$ cat config.mk
export PLATFORM = sky130hd
export DESIGN_NAME = seg7_display_controller
export DESIGN_NICKNAME = d
export VERILOG_FILES = /design/src/rtl/seg7_display_controller.sv
export SDC_FILE = /design/constraint.sdc
export NUM_CORES = 1
export LEC_CHECK = 0
export ABC_AREA = 1
export CORE_UTILIZATION = 50
export DETAILED_ROUTE_END_ITERATION = 8
export PLACE_DENSITY = 0.73
export SKIP_CTS_REPAIR_TIMING = 1
export SYNTH_ARGS = -nofsm -noshare
export SYNTH_HDL_FRONTEND = slang
export SYNTH_SLANG_ARGS = --single-unit
$ cat constraint.sdc
create_clock -name CLOCK_50 -period 2.6 [get_ports CLOCK_50]
set_input_delay 0.52 -clock CLOCK_50 [delete_from_list [all_inputs] [get_ports CLOCK_50]]
set_output_delay 0.52 -clock CLOCK_50 [all_outputs]
set_load 0.02 [all_outputs]
$ cat src/rtl/seg7_display_controller.sv
// Multi-digit seven-segment controller: hex or decimal (double-dabble) display with
// leading-zero blanking, overflow dashes and whole-display blink.
module seg7_display_controller #(
    parameter int unsigned NUM_DIGITS = 6,
    parameter int unsigned VALUE_W    = 20,
    parameter bit          ACTIVE_LOW = 1'b1,
    parameter int unsigned BLINK_DIV  = 25000000
) (
    input  logic                    CLOCK_50,
    input  logic                    RESET_N,
    input  logic                    load_valid,
    output logic                    load_ready,
    input  logic [VALUE_W-1:0]      load_value,
    input  logic                    mode_dec,
    input  logic                    blank_lz,
    input  logic                    blink_en,
    output logic [NUM_DIGITS*7-1:0] seg_out,
    output logic                    busy,
    output logic                    overflow
);

    localparam int unsigned DIG_W = 4 * NUM_DIGITS;
    localparam int unsigned BCD_W = DIG_W + 4;
    localparam int unsigned PAD_W = (VALUE_W > DIG_W) ? VALUE_W : DIG_W;
    localparam int unsigned CNT_W = $clog2(VALUE_W + 1);
    localparam int unsigned BLK_W = $clog2(BLINK_DIV);
    localparam logic [6:0]  SEG_OFF = ACTIVE_LOW ? 7'h7F : 7'h00;

    function automatic longint unsigned pow10(input int unsigned n);
        longint unsigned p;
        p = 1;
        for (int unsigned i = 0; i < n; i++) p = p * 10;
        return p;
    endfunction

    localparam longint unsigned DEC_LIMIT = pow10(NUM_DIGITS);

    function automatic logic [6:0] lit_pattern(input logic [3:0] d);
        case (d)
            4'h0: return 7'h3F;
            4'h1: return 7'h06;
            4'h2: return 7'h5B;
            4'h3: return 7'h4F;
            4'h4: return 7'h66;
            4'h5: return 7'h6D;
            4'h6: return 7'h7D;
            4'h7: return 7'h07;
            4'h8: return 7'h7F;
            4'h9: return 7'h6F;
            4'hA: return 7'h77;
            4'hB: return 7'h7C;
            4'hC: return 7'h39;
            4'hD: return 7'h5E;
            4'hE: return 7'h79;
            default: return 7'h71;
        endcase
    endfunction

    function automatic logic [6:0] drive(input logic [6:0] lit);
        return ACTIVE_LOW ? ~lit : lit;
    endfunction

    // One double-dabble iteration: add 3 to every nibble >= 5, then shift in the next bit.
    function automatic logic [BCD_W-1:0] dabble_step(input logic [BCD_W-1:0] bcd,
                                                     input logic bit_in);
        logic [BCD_W-1:0] adj;
        adj = bcd;
        for (int i = 0; i < int'(BCD_W / 4); i++) begin
            if (adj[4*i +: 4] >= 4'd5) adj[4*i +: 4] = adj[4*i +: 4] + 4'd3;
        end
        return {adj[BCD_W-2:0], bit_in};
    endfunction

    typedef enum logic [1:0] {StIdle, StConvert, StCommit} state_e;

    state_e                  state_q;
    logic [VALUE_W-1:0]      shift_q;
    logic [BCD_W-1:0]        bcd_q;
    logic [CNT_W-1:0]        iter_q;
    logic [DIG_W-1:0]        digits_q;
    logic                    digits_valid_q;
    logic                    disp_ovf_q;
    logic                    pend_ovf_q;
    logic                    overflow_q;
    logic                    busy_q;
    logic                    ready_q;
    logic [BLK_W-1:0]        blink_cnt_q;
    logic                    blink_phase_q;
    logic [NUM_DIGITS*7-1:0] seg_q;
    logic [NUM_DIGITS*7-1:0] seg_d;

    logic [PAD_W-1:0] value_pad;
    logic             hex_ovf;
    logic             dec_ovf;
    logic [BCD_W-1:0] bcd_next;
    logic             accept;
    logic             nz_above;
    logic [3:0]       digit;

    assign value_pad = PAD_W'(load_value);
    assign hex_ovf   = |(value_pad >> DIG_W);
    assign dec_ovf   = 64'(load_value) >= DEC_LIMIT;
    assign bcd_next  = dabble_step(bcd_q, shift_q[VALUE_W-1]);
    assign accept    = load_valid && ready_q;

    always_ff @(posedge CLOCK_50 or negedge RESET_N) begin
        if (!RESET_N) begin
            state_q        <= StIdle;
            shift_q        <= '0;
            bcd_q          <= '0;
            iter_q         <= '0;
            digits_q       <= '0;
            digits_valid_q <= 1'b0;
            disp_ovf_q     <= 1'b0;
            pend_ovf_q     <= 1'b0;
            overflow_q     <= 1'b0;
            busy_q         <= 1'b0;
            ready_q        <= 1'b1;
        end else begin
            // Follows the display flag so overflow changes together with seg_out.
            overflow_q <= disp_ovf_q;
            case (state_q)
                StIdle: begin
                    if (accept) begin
                        if (mode_dec) begin
                            state_q    <= StConvert;
                            busy_q     <= 1'b1;
                            ready_q    <= 1'b0;
                            shift_q    <= load_value;
                            bcd_q      <= '0;
                            iter_q     <= '0;
                            pend_ovf_q <= dec_ovf;
                        end else begin
                            digits_q       <= value_pad[DIG_W-1:0];
                            disp_ovf_q     <= hex_ovf;
                            digits_valid_q <= 1'b1;
                        end
                    end
                end
                StConvert: begin
                    bcd_q   <= bcd_next;
                    shift_q <= shift_q << 1;
                    iter_q  <= iter_q + 1'b1;
                    if (iter_q == CNT_W'(VALUE_W - 1)) begin
                        digits_q       <= bcd_next[DIG_W-1:0];
                        disp_ovf_q     <= pend_ovf_q;
                        digits_valid_q <= 1'b1;
                        state_q        <= StCommit;
                    end
                end
                StCommit: begin
                    state_q <= StIdle;
                    busy_q  <= 1'b0;
                    ready_q <= 1'b1;
                end
                default: state_q <= StIdle;
            endcase
        end
    end

    always_ff @(posedge CLOCK_50 or negedge RESET_N) begin
        if (!RESET_N) begin
            blink_cnt_q   <= '0;
            blink_phase_q <= 1'b0;
        end else if (blink_cnt_q == BLK_W'(BLINK_DIV - 1)) begin
            blink_cnt_q   <= '0;
            blink_phase_q <= ~blink_phase_q;
        end else begin
            blink_cnt_q <= blink_cnt_q + 1'b1;
        end
    end

    // Walk from the top digit down so nz_above tells whether a nonzero digit sits higher.
    always_comb begin
        seg_d    = '0;
        nz_above = 1'b0;
        digit    = '0;
        for (int k = NUM_DIGITS - 1; k >= 0; k--) begin
            digit = digits_q[4*k +: 4];
            if (!digits_valid_q || (blink_en && blink_phase_q)) begin
                seg_d[7*k +: 7] = SEG_OFF;
            end else if (disp_ovf_q) begin
                seg_d[7*k +: 7] = drive(7'h40);
            end else if (blank_lz && (k != 0) && !nz_above && (digit == 4'h0)) begin
                seg_d[7*k +: 7] = SEG_OFF;
            end else begin
                seg_d[7*k +: 7] = drive(lit_pattern(digit));
            end
            nz_above = nz_above | (digit != 4'h0);
        end
    end

    always_ff @(posedge CLOCK_50 or negedge RESET_N) begin
        if (!RESET_N) begin
            seg_q <= {NUM_DIGITS{SEG_OFF}};
        end else begin
            seg_q <= seg_d;
        end
    end

    assign seg_out    = seg_q;
    assign load_ready = ready_q;
    assign busy       = busy_q;
    assign overflow   = overflow_q;

endmodule

== Yosys cells after proc, flatten, opt, wreduce, memory -nomap -nowiden ==
Memory sizes are Yosys's and may differ from the RTL's.
Cells that the tools add are included.
Word-level totals
  output and inout bits: 45
  input bits: 26
  bits in registers: 153
  logic and storage cells: 162
  memories kept: 6
  memory bits (read-only): 672
Memory list
  (name not given): words 16, bits a word 7, read ports 1, clocked after Yosys merged registers in 0, write ports 0, line 39  | case (d)
  (name not given): words 16, bits a word 7, read ports 1, clocked after Yosys merged registers in 0, write ports 0, line 39
  (name not given): words 16, bits a word 7, read ports 1, clocked after Yosys merged registers in 0, write ports 0, line 39
  (name not given): words 16, bits a word 7, read ports 1, clocked after Yosys merged registers in 0, write ports 0, line 39
  (name not given): words 16, bits a word 7, read ports 1, clocked after Yosys merged registers in 0, write ports 0, line 39
  (name not given): words 16, bits a word 7, read ports 1, clocked after Yosys merged registers in 0, write ports 0, line 39
Operators by class
  reductions and logical operators: 34
  eq/ne operators: 8
  bitwise logic cells: 10
  muxes and demuxes: 73
  $lt $le $gt $ge: 8
  add/sub/neg operators: 9
Operators by type and width (number)
  $mux W7: 34
  $mux W24: 3
  $mux W28: 2
  $pmux W28 S2: 1
  $pmux W24 S2: 1
  $not A7 Y7: 6
  $mux W20: 2
  $pmux W20 S2: 1
  $ge A4 B3 Y1 const B: 7
  $add A25 B1 Y25 const B: 1
  $eq A25 B25 Y1 const B: 1
  $mux W25: 1
  $add A4 B2 Y4 const B: 6
  $mux W4: 6
  $ge A20 B20 Y1 const B: 1
  $logic_not A4 Y1: 5
  $reduce_bool A4 Y1: 4
  $reduce_and A3 Y1: 4
  $logic_and A1 B1 Y1: 11
  $mux W1: 10
  $mux W5: 2
  $pmux W5 S2: 1
  $ne A2 B2 Y1 const B: 4
  $pmux W1 S2: 4
  15 further kinds: 24

== Depth between registers and ports, before layout ==
  word-level depth: 14
  gate-level depth with buffers: 11
  depth with buffers taken out: 11

== Least setup slack after synthesis ==
OpenSTA, ideal clock, no wires.
  kind: reg2reg
  start point: reg digits_q[16]
  end point: reg seg_q[8] (netlist: seg_out[8])
  setup time: 0.061 ns
  data required time: 2.539 ns
  clock period less this slack: 1.519 ns
  buffers on the path: 0
  arrival time: 1.458 ns
  cell stages (with the launch flop): 11
  path slack: 1.081 ns
  path through: dfrtp_1 -> inv_1 -> ha_1 -> inv_1 -> nor2_1 -> nand2_1 -> nor2_1 -> nand4_2 -> nand2_1 -> inv_1 -> nand2_1
On the way
  cells in the longest elaborated chain, start to end: 10
RTL lines
  start: declaration: line 80  | logic [DIG_W-1:0] digits_q;
  start signal: assignment: line 134  | digits_q <= value_pad[DIG_W-1:0];
  start signal: assignment: line 145  | digits_q <= bcd_next[DIG_W-1:0];
  $reduce_bool A4 Y1: line 189  | nz_above = nz_above | (digit != 4'h0);
  $or A1 B1 Y1 (3 in a row): line 189
  $logic_not A1 Y1: line 184  | end else if (blank_lz && (k != 0) && !nz_above && (digit == 4'h0)) begin
  $logic_and A1 B1 Y1 (2 in a row): line 184
  $mux W7: line 184
  $mux W7: line 182  | end else if (disp_ovf_q) begin
  $mux W7: line 180  | if (!digits_valid_q || (blink_en && blink_phase_q)) begin
  net seg_d[8]: line 90  | logic [NUM_DIGITS*7-1:0] seg_d;
  end signal: assignment: line 195  | seg_q <= {NUM_DIGITS{SEG_OFF}};
  end signal: assignment: line 197  | seg_q <= seg_d;
  end: declaration: line 89  | logic [NUM_DIGITS*7-1:0] seg_q;
The timed path passes the listed nets, and every way through them passes these cells.
A chain may end at the register's enable or synchronous reset.

== Worst setup path in the final report ==
  start point: reg seg_q[30] (netlist: seg_out[30])
  end point: out seg_out[30]
RTL lines
  end: declaration: line 17  | output logic [NUM_DIGITS*7-1:0] seg_out,
No word-level cell between the ends.

==> impl_metrics.prom <==
# TYPE chip_impl_metric gauge
chip_impl_info{name="outcome",value="completed"} 1
chip_impl_metric{name="finalInstanceArea",unit="sq um"} 9713
chip_impl_info{name="ys_top_cells_by_area",value="sky130_fd_sc_hd__dfrtp_1 (32%), sky130_fd_sc_hd__dfstp_2 (14%), sky130_fd_sc_hd__nand2_1 (12%)"} 1
chip_impl_metric{name="placed_area",unit="sq um"} 9141
chip_impl_metric{name="slew-limit-headroom",unit=""} 0.6230
chip_impl_metric{name="timing.critical_path.required",unit="ps"} 2080
chip_impl_metric{name="yosys_warnings",unit=""} 0
chip_impl_metric{name="mappedNetlistNets",unit=""} 1120
chip_impl_metric{name="vdd_ir_drop_max",unit="mV"} 0.8693
chip_impl_metric{name="routabilityCongestion",unit=""} 0.9004
chip_impl_metric{name="initial_core_util",unit=""} 0.5140
chip_impl_metric{name="multiInputGateArea",unit="sq um"} 3779
chip_impl_metric{name="switching_share",unit=""} 0.4122
chip_impl_metric{name="first_pass_grt_wire_length",unit="mm"} 29.66
chip_impl_metric{name="num-fill-cells",unit=""} 1420
chip_impl_metric{name="buffer_ports.inserted",unit=""} 70
chip_impl_metric{name="postSynthAreaPerCell",unit="sq um"} 7.842
chip_impl_info{name="grt_setup_unrepaired",value="false"} 1
chip_impl_metric{name="timing_max_transition_violations_final",unit=""} 0
chip_impl_metric{name="cpPeakStageDelay",unit="ps"} 650
chip_impl_metric{name="floorplan.die.width",unit="um"} 130.0
chip_impl_metric{name="cts.sink_count",unit=""} 149
chip_impl_metric{name="finalHoldViolations",unit=""} 0
chip_impl_metric{name="boundaryPins",unit=""} 71
chip_impl_metric{name="dp_hpwl",unit="mm"} 12.91
chip_impl_metric{name="num_rows",unit=""} 46
chip_impl_metric{name="post_synth_instance_area",unit="sq um"} 8195
chip_impl_info{name="crit_path_cell_trace",value="clkdlybuf4s50_1"} 1
chip_impl_metric{name="ant_nets",unit=""} 0
chip_impl_metric{name="total_switching_power",unit="mW"} 4.839
chip_impl_metric{name="number_of_enable_flip_flop_cells_after_synthesis",unit=""} 0
chip_impl_metric{name="fin_crit_period",unit="ps"} 2093
chip_impl_metric{name="clock_tree.buffer_depth",unit=""} 2
chip_impl_info{name="dominantRegCellSynth",value="sky130_fd_sc_hd__dfrtp_1"} 1
chip_impl_metric{name="ys_async_sr_fraction",unit=""} 1.000
chip_impl_metric{name="floorplan.die.height",unit="um"} 130.0
chip_impl_metric{name="final_min_period_over_clock_period",unit=""} 0.8049
chip_impl_metric{name="areaGrowthSynthToFinish",unit="%"} 18.52
chip_impl_metric{name="grt_pass1_vias",unit=""} 6261
chip_impl_metric{name="insertion_delay",unit="ps"} 420
chip_impl_metric{name="power.share.sequential",unit=""} 0.347
chip_impl_metric{name="tightestPinTransition",unit="ps"} 565.5
chip_impl_metric{name="layout.nets",unit=""} 1191
chip_impl_metric{name="grt_start_max_net_pins",unit=""} 63
chip_impl_info{name="hp-class",value="in -> async"} 1
chip_impl_metric{name="insertedDiodeCount",unit=""} 0
chip_impl_metric{name="gate_power_share",unit=""} 0.451
chip_impl_metric{name="drive_above_1_share",unit=""} 0.08503
chip_impl_metric{name="netlist-cell-type-count",unit=""} 40
chip_impl_info{name="post-synth-top-count-cell",value="sky130_fd_sc_hd__nand2_1"} 1
chip_impl_info{name="synth.top_cells.by_count",value="sky130_fd_sc_hd__nand2_1 (263), sky130_fd_sc_hd__nor2_1 (164), sky130_fd_sc_hd__inv_1 (124)"} 1
chip_impl_metric{name="final-setup-viol-count",unit=""} 0
chip_impl_info{name="critical_path.top_delay_family",value="buffers and inverters"} 1
chip_impl_metric{name="power.share.clock",unit=""} 0.202
chip_impl_metric{name="grtUsageTotal",unit=""} 0.2248
chip_impl_metric{name="die-area",unit="sq um"} 16910
chip_impl_metric{name="placeableCoreArea",unit="sq um"} 15940
chip_impl_info{name="critical_path.slowest_cell",value="sky130_fd_sc_hd__clkdlybuf4s50_1"} 1
chip_impl_metric{name="detailedRoute.firstIterationViolations",unit=""} 539
chip_impl_metric{name="route.detailed.wl_per_inst",unit="um"} 13.21
chip_impl_metric{name="routed-via-count",unit=""} 6989
chip_impl_metric{name="detail_route.vias_per_cell",unit=""} 5.196
chip_impl_metric{name="post-synth-top-area-fraction",unit=""} 0.3237
chip_impl_metric{name="cp.buffers_inverters",unit=""} 1
chip_impl_metric{name="maximum_clock_frequency",unit="GHz"} 0.4778
chip_impl_metric{name="max_cap_viol_count",unit=""} 0
chip_impl_metric{name="internal-power",unit="mW"} 6.902
chip_impl_metric{name="ff_latch_count_synth",unit=""} 149
chip_impl_metric{name="overflow_left_after_global_routing",unit=""} 0
chip_impl_metric{name="totalNegativeSetupSlack",unit="ps"} 0
chip_impl_info{name="setup.worst_path.class",value="reg -> out"} 1
chip_impl_metric{name="fin_skew",unit="ps"} 11.47
chip_impl_metric{name="cts-buffers-inserted",unit=""} 17
chip_impl_metric{name="fin_hold_ws",unit="ps"} 56.86
chip_impl_metric{name="drt_wl_total",unit="mm"} 17.77
chip_impl_metric{name="timing.critical_path.arrival",unit="ps"} 1570
chip_impl_metric{name="grt_antenna_before_repair",unit=""} 0
chip_impl_info{name="tritoncts",value="done"} 1
chip_impl_metric{name="worst_setup_hold_path_clk_slew",unit="ps"} 60
chip_impl_metric{name="power.density",unit="nW/um^2"} 1209
chip_impl_info{name="clock_tree_root",value="sky130_fd_sc_hd__clkbuf_16"} 1
chip_impl_info{name="crit_path_start_kind",value="flop"} 1
chip_impl_info{name="end_kind",value="output pin"} 1
chip_impl_metric{name="synth.yosys.seq_area_share",unit=""} 0.4615
chip_impl_metric{name="post_synth_inst_count",unit=""} 1045
chip_impl_metric{name="register_area",unit="sq um"} 3782
chip_impl_metric{name="drc",unit=""} 0
chip_impl_metric{name="first_pass_iters",unit=""} 5
chip_impl_metric{name="htreeDepth",unit=""} 4
chip_impl_metric{name="timing.critical_path.fanout_max",unit=""} 1
chip_impl_info{name="synth_top_cell_by_area",value="sky130_fd_sc_hd__dfrtp_1"} 1
chip_impl_metric{name="leakage",unit="nW"} 4.644
[routing by layer]
layer,part of all wire,global-route usage,up-vias
li1,-,-,3512
met1,0.49,0.3186,3271
met3,0.052,0.05822,16
met5,0,0,-
met4,0.0098,0.05951,0
met2,0.45,0.3414,190
[state kept, by name, indices dropped and copies added, names as in the netlist, 2 cells and up]
signal       cells
iter_q           5
state_q          2
bcd_q           24
blink_cnt_q     25
seg_out         42
shift_q         20
digits_q        24
[power groups by stage]
stage	combinational, mW	clock [mW]	sequential (mW)
4_1_cts	5.29	2.42	4.07
5_1_grt	5.99	2.53	4.20
3_3_place_gp	5.15	0	4.08
2_1_floorplan	3.43	0	4.29
3_5_place_dp	5.26	0	4.10
6_report	5.29	2.38	4.07
[through the flow]
stage                     setup WS (ps)  utilization  std cells  total power [mW]
after floorplan                    1081            -       1045             7.723
after global placement            414.5       0.5734       1313             9.236
after detailed placement          422.3       0.5734       1313             9.360
after CTS                         491.3       0.6092       1345             11.77
after global routing              352.8       0.6092       1345             12.71
final                             507.2       0.6092       1345             11.74
[kinds of logic (layout without fill, tap and decap cells)]
kind of cell    Yosys count  after routing  synth area share
fa+ha+maj                49             49           0.07481
flops                   149            149            0.4615
compound gates          152            152            0.1086
buf+inv                 160            244           0.07740
simple gates            514            514            0.2553
xor+xnor                 21             21           0.02244
[layout by cell type (no fill, tap or decap), types with 5 or more instances in the layout]
cell type                         Yosys  final
sky130_fd_sc_hd__a21oi_1             12     12
sky130_fd_sc_hd__o21ai_1             10     10
sky130_fd_sc_hd__ha_1                49     49
sky130_fd_sc_hd__clkbuf_16            0     17
sky130_fd_sc_hd__o21ai_0             65     65
sky130_fd_sc_hd__dfrtp_1            106    106
sky130_fd_sc_hd__inv_1              124    124
sky130_fd_sc_hd__buf_4                2      7
sky130_fd_sc_hd__inv_2                6      6
sky130_fd_sc_hd__o211ai_1             9      9
sky130_fd_sc_hd__nand3_1             48     48
sky130_fd_sc_hd__xor2_1              19     19
sky130_fd_sc_hd__o22ai_1             14     14
sky130_fd_sc_hd__dfstp_2             43     43
sky130_fd_sc_hd__nand2_1            263    263
sky130_fd_sc_hd__clkdlybuf4s50_1      0     69
sky130_fd_sc_hd__a31oi_1             25     25
sky130_fd_sc_hd__clkinv_2             0      5
sky130_fd_sc_hd__nor3_1               7      7
sky130_fd_sc_hd__nand4_1             22     22
sky130_fd_sc_hd__nor2_1             164    164
[final cells by class]
type / count / share of cell area
multi-input combinational: 736 / 0.3890
clock buffer: 22 / 0.04779
timing repair buffer: 80 / 0.08386
inverter: 132 / 0.05101
sequential: 149 / 0.3894
clock inverter: 10 / 0.01108
tap: 216 / 0.02782
[worst paths after layout]
kind / startpoint / endpoint / slack, ps / cells after the start
setup / recovery: seg_out[30]$_DFF_PN1_ / seg_out[30] / 510 / 1
hold / removal: RESET_N / blink_cnt_q[21]$_DFF_PN0_ / 60 / 1
setup reg to reg: digits_q[17]$_DFFE_PN0P_ / seg_out[12]$_DFF_PN1_ / 570 / 10
hold reg to reg: disp_ovf_q$_DFFE_PN0P_ / overflow$_DFF_PN0_ / 430 / 0
max in group asynchronous: RESET_N / load_ready$_DFFE_PN1P_ / 1820 / 2
min in group CLOCK_50: disp_ovf_q$_DFFE_PN0P_ / overflow$_DFF_PN0_ / 430 / 0
Note: power is estimated with default switching activity, not from simulation.
